File: config.mk
export PLATFORM = sky130hd
export DESIGN_NAME = ram_cmd_arbiter
export DESIGN_NICKNAME = d
export VERILOG_FILES = /design/src/rtl/ram_cmd_arbiter.sv
export SDC_FILE = /design/constraint.sdc
export NUM_CORES = 1
export LEC_CHECK = 0
export CAP_MARGIN = 20
export CORE_ASPECT_RATIO = 0.9
export CORE_UTILIZATION = 50
export CTS_CLUSTER_SIZE = 20
export DETAILED_ROUTE_END_ITERATION = 8
export HOLD_SLACK_MARGIN = 0.08
export PLACE_DENSITY_LB_ADDON = 0.3
export SLEW_MARGIN = 20
export SYNTH_ARGS = -nofsm -noshare
export SYNTH_HDL_FRONTEND = slang
export SYNTH_SLANG_ARGS = --single-unit
export TNS_END_PERCENT = 30
File: constraint.sdc
create_clock -name clk -period 3.8 [get_ports clk]
set_clock_uncertainty 0.15 [all_clocks]
set_input_delay 0.57 -clock clk [delete_from_list [all_inputs] [get_ports clk]]
set_output_delay 0.57 -clock clk [all_outputs]
set_load 0.05 [all_outputs]
File: src/rtl/ram_cmd_arbiter.sv
// Two-port round-robin front end for the 256x8 command-driven RAM.
// Turns whole read/write transactions into the RAM's 10-bit command stream.
module ram_cmd_arbiter #(
  parameter int unsigned RD_TIMEOUT = 15,
  parameter bit          ADDR_CACHE = 1'b1
) (
  input  logic       clk,
  input  logic       rst_n,
  input  logic       req0_valid,
  output logic       req0_ready,
  input  logic       req0_wr,
  input  logic [7:0] req0_addr,
  input  logic [7:0] req0_wdata,
  input  logic       req1_valid,
  output logic       req1_ready,
  input  logic       req1_wr,
  input  logic [7:0] req1_addr,
  input  logic [7:0] req1_wdata,
  output logic       rsp0_valid,
  output logic [7:0] rsp0_rdata,
  output logic       rsp0_err,
  output logic       rsp1_valid,
  output logic [7:0] rsp1_rdata,
  output logic       rsp1_err,
  output logic [9:0] ram_din,
  output logic       ram_rx_valid,
  input  logic       ram_tx_valid,
  input  logic [7:0] ram_dout
);

  typedef enum logic [2:0] {
    S_IDLE, S_ADDR, S_DATA, S_WAIT, S_RESP
  } state_e;

  localparam logic [7:0] TMO   = 8'(RD_TIMEOUT);
  localparam logic [1:0] OP_WA = 2'b00;
  localparam logic [1:0] OP_WD = 2'b01;
  localparam logic [1:0] OP_RA = 2'b10;
  localparam logic [1:0] OP_RI = 2'b11;

  state_e     state_q, state_d;
  logic       own_q, own_d;
  logic       wr_q, wr_d;
  logic [7:0] addr_q, addr_d;
  logic [7:0] wdata_q, wdata_d;
  logic [7:0] cnt_q, cnt_d;
  logic       lg_q, lg_d;
  logic [7:0] wca_q, wca_d;
  logic       wcv_q, wcv_d;
  logic [7:0] rca_q, rca_d;
  logic       rcv_q, rcv_d;
  logic [7:0] rdata_q, rdata_d;
  logic       err_q, err_d;
  logic [9:0] din_q, din_d;
  logic       rxv_q, rxv_d;
  logic [1:0] rsp_q, rsp_d;

  logic       idle, gnt, acc, done;
  logic       sel_wr, hit;
  logic [7:0] sel_addr, sel_wdata;
  logic [9:0] sel_dcmd, q_dcmd;

  // Both valid: the side not served last wins; else the lone valid side.
  assign idle = (state_q == S_IDLE);
  assign gnt  = (req0_valid & req1_valid) ? ~lg_q : req1_valid;
  assign acc  = rst_n & idle & (req0_valid | req1_valid);

  assign req0_ready = acc & ~gnt;
  assign req1_ready = acc & gnt;

  assign sel_wr    = gnt ? req1_wr    : req0_wr;
  assign sel_addr  = gnt ? req1_addr  : req0_addr;
  assign sel_wdata = gnt ? req1_wdata : req0_wdata;

  assign hit = ADDR_CACHE & (sel_wr
             ? (wcv_q & (wca_q == sel_addr))
             : (rcv_q & (rca_q == sel_addr)));

  assign sel_dcmd = sel_wr ? {OP_WD, sel_wdata} : {OP_RI, 8'h00};
  assign q_dcmd   = wr_q   ? {OP_WD, wdata_q}   : {OP_RI, 8'h00};

  always_comb begin
    state_d = state_q;
    own_d   = own_q;
    wr_d    = wr_q;
    addr_d  = addr_q;
    wdata_d = wdata_q;
    cnt_d   = cnt_q;
    lg_d    = lg_q;
    wca_d   = wca_q;
    wcv_d   = wcv_q;
    rca_d   = rca_q;
    rcv_d   = rcv_q;
    rdata_d = 8'h00;
    err_d   = 1'b0;
    din_d   = '0;
    rxv_d   = 1'b0;
    done    = 1'b0;
    unique case (state_q)
      S_IDLE: begin
        if (acc) begin
          own_d   = gnt;
          wr_d    = sel_wr;
          addr_d  = sel_addr;
          wdata_d = sel_wdata;
          rxv_d   = 1'b1;
          if (hit) begin
            state_d = S_DATA;
            din_d   = sel_dcmd;
            cnt_d   = '0;
          end else begin
            state_d = S_ADDR;
            din_d   = {sel_wr ? OP_WA : OP_RA, sel_addr};
          end
        end
      end
      S_ADDR: begin
        if (wr_q) begin
          wca_d = addr_q;
          wcv_d = 1'b1;
        end else begin
          rca_d = addr_q;
          rcv_d = 1'b1;
        end
        state_d = S_DATA;
        din_d   = q_dcmd;
        rxv_d   = 1'b1;
        cnt_d   = '0;
      end
      S_DATA: begin
        if (wr_q) begin
          state_d = S_RESP;
          done    = 1'b1;
        end else begin
          state_d = S_WAIT;
        end
      end
      S_WAIT: begin
        if (ram_tx_valid) begin
          rdata_d = ram_dout;
          state_d = S_RESP;
          done    = 1'b1;
        end else begin
          cnt_d = cnt_q + 8'd1;
          // A timed-out read leaves the RAM read address in doubt.
          if (cnt_q + 8'd1 == TMO) begin
            err_d   = 1'b1;
            rcv_d   = 1'b0;
            state_d = S_RESP;
            done    = 1'b1;
          end
        end
      end
      S_RESP: begin
        lg_d    = own_q;
        state_d = S_IDLE;
      end
      default: state_d = S_IDLE;
    endcase
    rsp_d = done ? (own_q ? 2'b10 : 2'b01) : 2'b00;
  end

  always_ff @(posedge clk) begin
    if (!rst_n) begin
      state_q <= S_IDLE;
      own_q   <= 1'b0;
      wr_q    <= 1'b0;
      addr_q  <= '0;
      wdata_q <= '0;
      cnt_q   <= '0;
      lg_q    <= 1'b1;
      wca_q   <= '0;
      wcv_q   <= 1'b0;
      rca_q   <= '0;
      rcv_q   <= 1'b0;
      rdata_q <= '0;
      err_q   <= 1'b0;
      din_q   <= '0;
      rxv_q   <= 1'b0;
      rsp_q   <= '0;
    end else begin
      state_q <= state_d;
      own_q   <= own_d;
      wr_q    <= wr_d;
      addr_q  <= addr_d;
      wdata_q <= wdata_d;
      cnt_q   <= cnt_d;
      lg_q    <= lg_d;
      wca_q   <= wca_d;
      wcv_q   <= wcv_d;
      rca_q   <= rca_d;
      rcv_q   <= rcv_d;
      rdata_q <= rdata_d;
      err_q   <= err_d;
      din_q   <= din_d;
      rxv_q   <= rxv_d;
      rsp_q   <= rsp_d;
    end
  end

  assign ram_din      = din_q & {10{rst_n}};
  assign ram_rx_valid = rxv_q & rst_n;
  assign rsp0_valid   = rsp_q[0] & rst_n;
  assign rsp1_valid   = rsp_q[1] & rst_n;
  assign rsp0_rdata   = rsp0_valid ? rdata_q : 8'h00;
  assign rsp1_rdata   = rsp1_valid ? rdata_q : 8'h00;
  assign rsp0_err     = rsp0_valid & err_q;
  assign rsp1_err     = rsp1_valid & err_q;

endmodule

==> flow_metrics.tcl <==
set metrics [dict create \
    status "finished clean" \
    period_minus_slack_ns 3.42 \
    core-area_mm2 0.00662 \
    fmax_mhz 293 \
    fin_cells 600 \
    drtIter0Drc 232 \
    path_clk_slew_ns 0.07 \
    hold_class "reg2reg" \
    hold_violations 0 \
    via_per_inst 5.66 \
    cts_setup_buffers 0 \
    yosysWarnings 0 \
    clock_latency_ns 0.33 \
    total_power_w 0.00173 \
    num-nets-final 554 \
    postLayoutCellArea_mm2 0.00452 \
    fp.dieW_um 89.7 \
    fin_util 0.683 \
    critPathCaptureType "flop" \
    slew_headroom 0.521 \
    cts_hold_buffers 0 \
    routabilityCongestion 0.922 \
    worst_slew_pin_slew_ns 0.718 \
    async_flop_share 0 \
    io_pins 80 \
    ys_seq_elements 70 \
    cts_buffers 9 \
    drive_gt1_frac 0.163 \
    grt_pass1_vias 3146 \
    avgSynthCellArea_um2 8.20 \
    place_area_mm2 0.00433 \
    path_class "in2reg" \
    drtPass1Iterations 5 \
    setup_viol 0 \
    synth.cell_area_mm2 0.00346 \
    numPortBuffers 79 \
    cts.sinks 70 \
    grt_start_max_net_pins 52 \
    synth.area.top_cells "dfxtp_1 40%, nand2_1 7.0%, a21oi_1 4.8%, and2_1 4.7%, and3_1 4.0%" \
    dr_total_vias 3395 \
    fp-row-count 28 \
    arrival_ns 3.49 \
    synthesis.nets 471 \
    rr_startpoint "lg_q" \
    maxSlewViolCount 0 \
    place_hpwl_um 6570 \
    ys.flop_type "dfxtp_1" \
    area_growth_syn_to_layout_pct 30.6 \
    die_area_mm2 0.00726 \
    yosysMostFrequentCell "dfxtp_1" \
    max_cap_violations 0 \
    rsz0062_at_grt "false" \
    drc 0 \
    path_max_fanout 10 \
    initial_core_util 0.523 \
    synth_edf_count 0 \
    gr-total-overflow 0 \
    tns_ns 0 \
    antenna_found_initial 0 \
    cts_tree "yes" \
    cts_resized 0 \
    grt_pass1_wl_um 15000 \
    yosys.area.top_type "dfxtp_1" \
    timing.final.crit_share 0.899 \
    synth_commonest_cells "70 x dfxtp_1, 65 x nand2_1, 33 x a21oi_1, 26 x and2_1, 24 x nor2_1" \
    dp_cells 584 \
    hp-start "rca_q[5]" \
    ant_nets 0 \
    routed_wl_um 9090 \
    p_leak_nw 1.84 \
    startpoint "req0_valid" \
    htreeDepth 3 \
    wl_per_cell_um 15.2 \
    start_kind "input pin" \
    worstPathRequired_ns 3.87 \
    grt_use_total 0.257 \
    syn_inst 422 \
    synth.top_cell.area_share 0.405 \
    peakVddDrop_v 0.000254 \
    antennaDiodeCount 0 \
    clk_path_buf_depth 2 \
    ys_types 55 \
    die_h_um 80.9 \
    p_per_area_mw_per_mm2 382 \
    cts_root_buffer "clkbuf_8" \
    yosysSeqAreaShare 0.405 \
]
[worst max-delay path, cell delays in order]
cell             delay (ns)
clkdlybuf4s50_1        0.54
a21boi_2               0.17
buf_4                  0.22
a2111oi_2              0.35
a21oi_1                0.10
a221o_1                0.33
or4_4                  0.56
a21oi_4                0.22
nor2_1                 0.14
o221a_1                0.28
[cell type report]
type | instances | area, µm²
clock buffer | 13 | 149
fill | 553 | 2100
inverter | 12 | 45.0
timing repair buffer | 94 | 846
sequential | 70 | 1400
clock inverter | 3 | 43.8
tap | 90 | 113
multi-input combinational | 318 | 1920
[registers in the layout (all words and copies together) (netlist names), 2 cells and up]
register  cells
rdata_q       8
rsp_q         2
cnt_q         8
addr_q        8
wca_q         8
din_q        10
rca_q         8
state_q       3
wdata_q       8
[placed cells by master, fill, tap and decap left out, types with 9 or more instances in the layout]
cell	n
nand2_1	65
xor2_1	9
and3_1	22
a211oi_1	9
a21oi_1	33
clkdlybuf4s50_1	46
nor2_1	24
clkbuf_8	10
dfxtp_1	70
buf_4	46
inv_1	12
mux2i_1	9
nor3_1	10
nand3_1	13
and2_1	26
[power by group]
group / total [W] / internal (W) / switching [W]
logic: 0.000322 / 0.000142 / 0.000181
clock network: 0.000587 / 0.000322 / 0.000265
registers: 0.000816 / 0.000781 / 0.0000350
total: 0.00173 / 0.00124 / 0.000481
[per-layer routing]
layer,part of all wire,GRT usage,up-vias
met3,0.070,0.0524,8
met2,0.45,0.426,128
li1,-,-,1665
met4,0.0098,0.0672,0
met1,0.47,0.343,1594
met5,0,0,-
[stage by stage]
step	setup WS (ns)	hold slack, ns
after floorplan	0.950	0.290
after global placement	0.148	0.301
after detailed placement	0.0490	0.310
after CTS	0.415	0.320
after global routing	0.175	0.341
final	0.383	0.321
[kinds of logic (layout without fill, tap and decap cells)]
group / Yosys count / in the layout / synth area share
and+or+nand+nor: 190 / 190 / 0.278
AOI/OAI and AO/OA: 102 / 102 / 0.205
DFF: 70 / 70 / 0.405
buffers and inverters: 34 / 122 / 0.0405
xor gates and xnor gates: 14 / 14 / 0.0354
muxes: 10 / 10 / 0.0293
adders and majority gates: 2 / 2 / 0.00723
[path summary, 6_finish.rpt]
| path | to | slack [ns] | cells past startpoint |
|---|---|---|---|
| hold reg to reg | rca_q[5] | 0.32 | 2 |
| hold / removal | rca_q[5] | 0.32 | 2 |
| setup / recovery | cnt_q[7] | 0.38 | 10 |
| setup reg to reg | cnt_q[7] | 0.79 | 9 |
(Power assumes the default switching activity.)
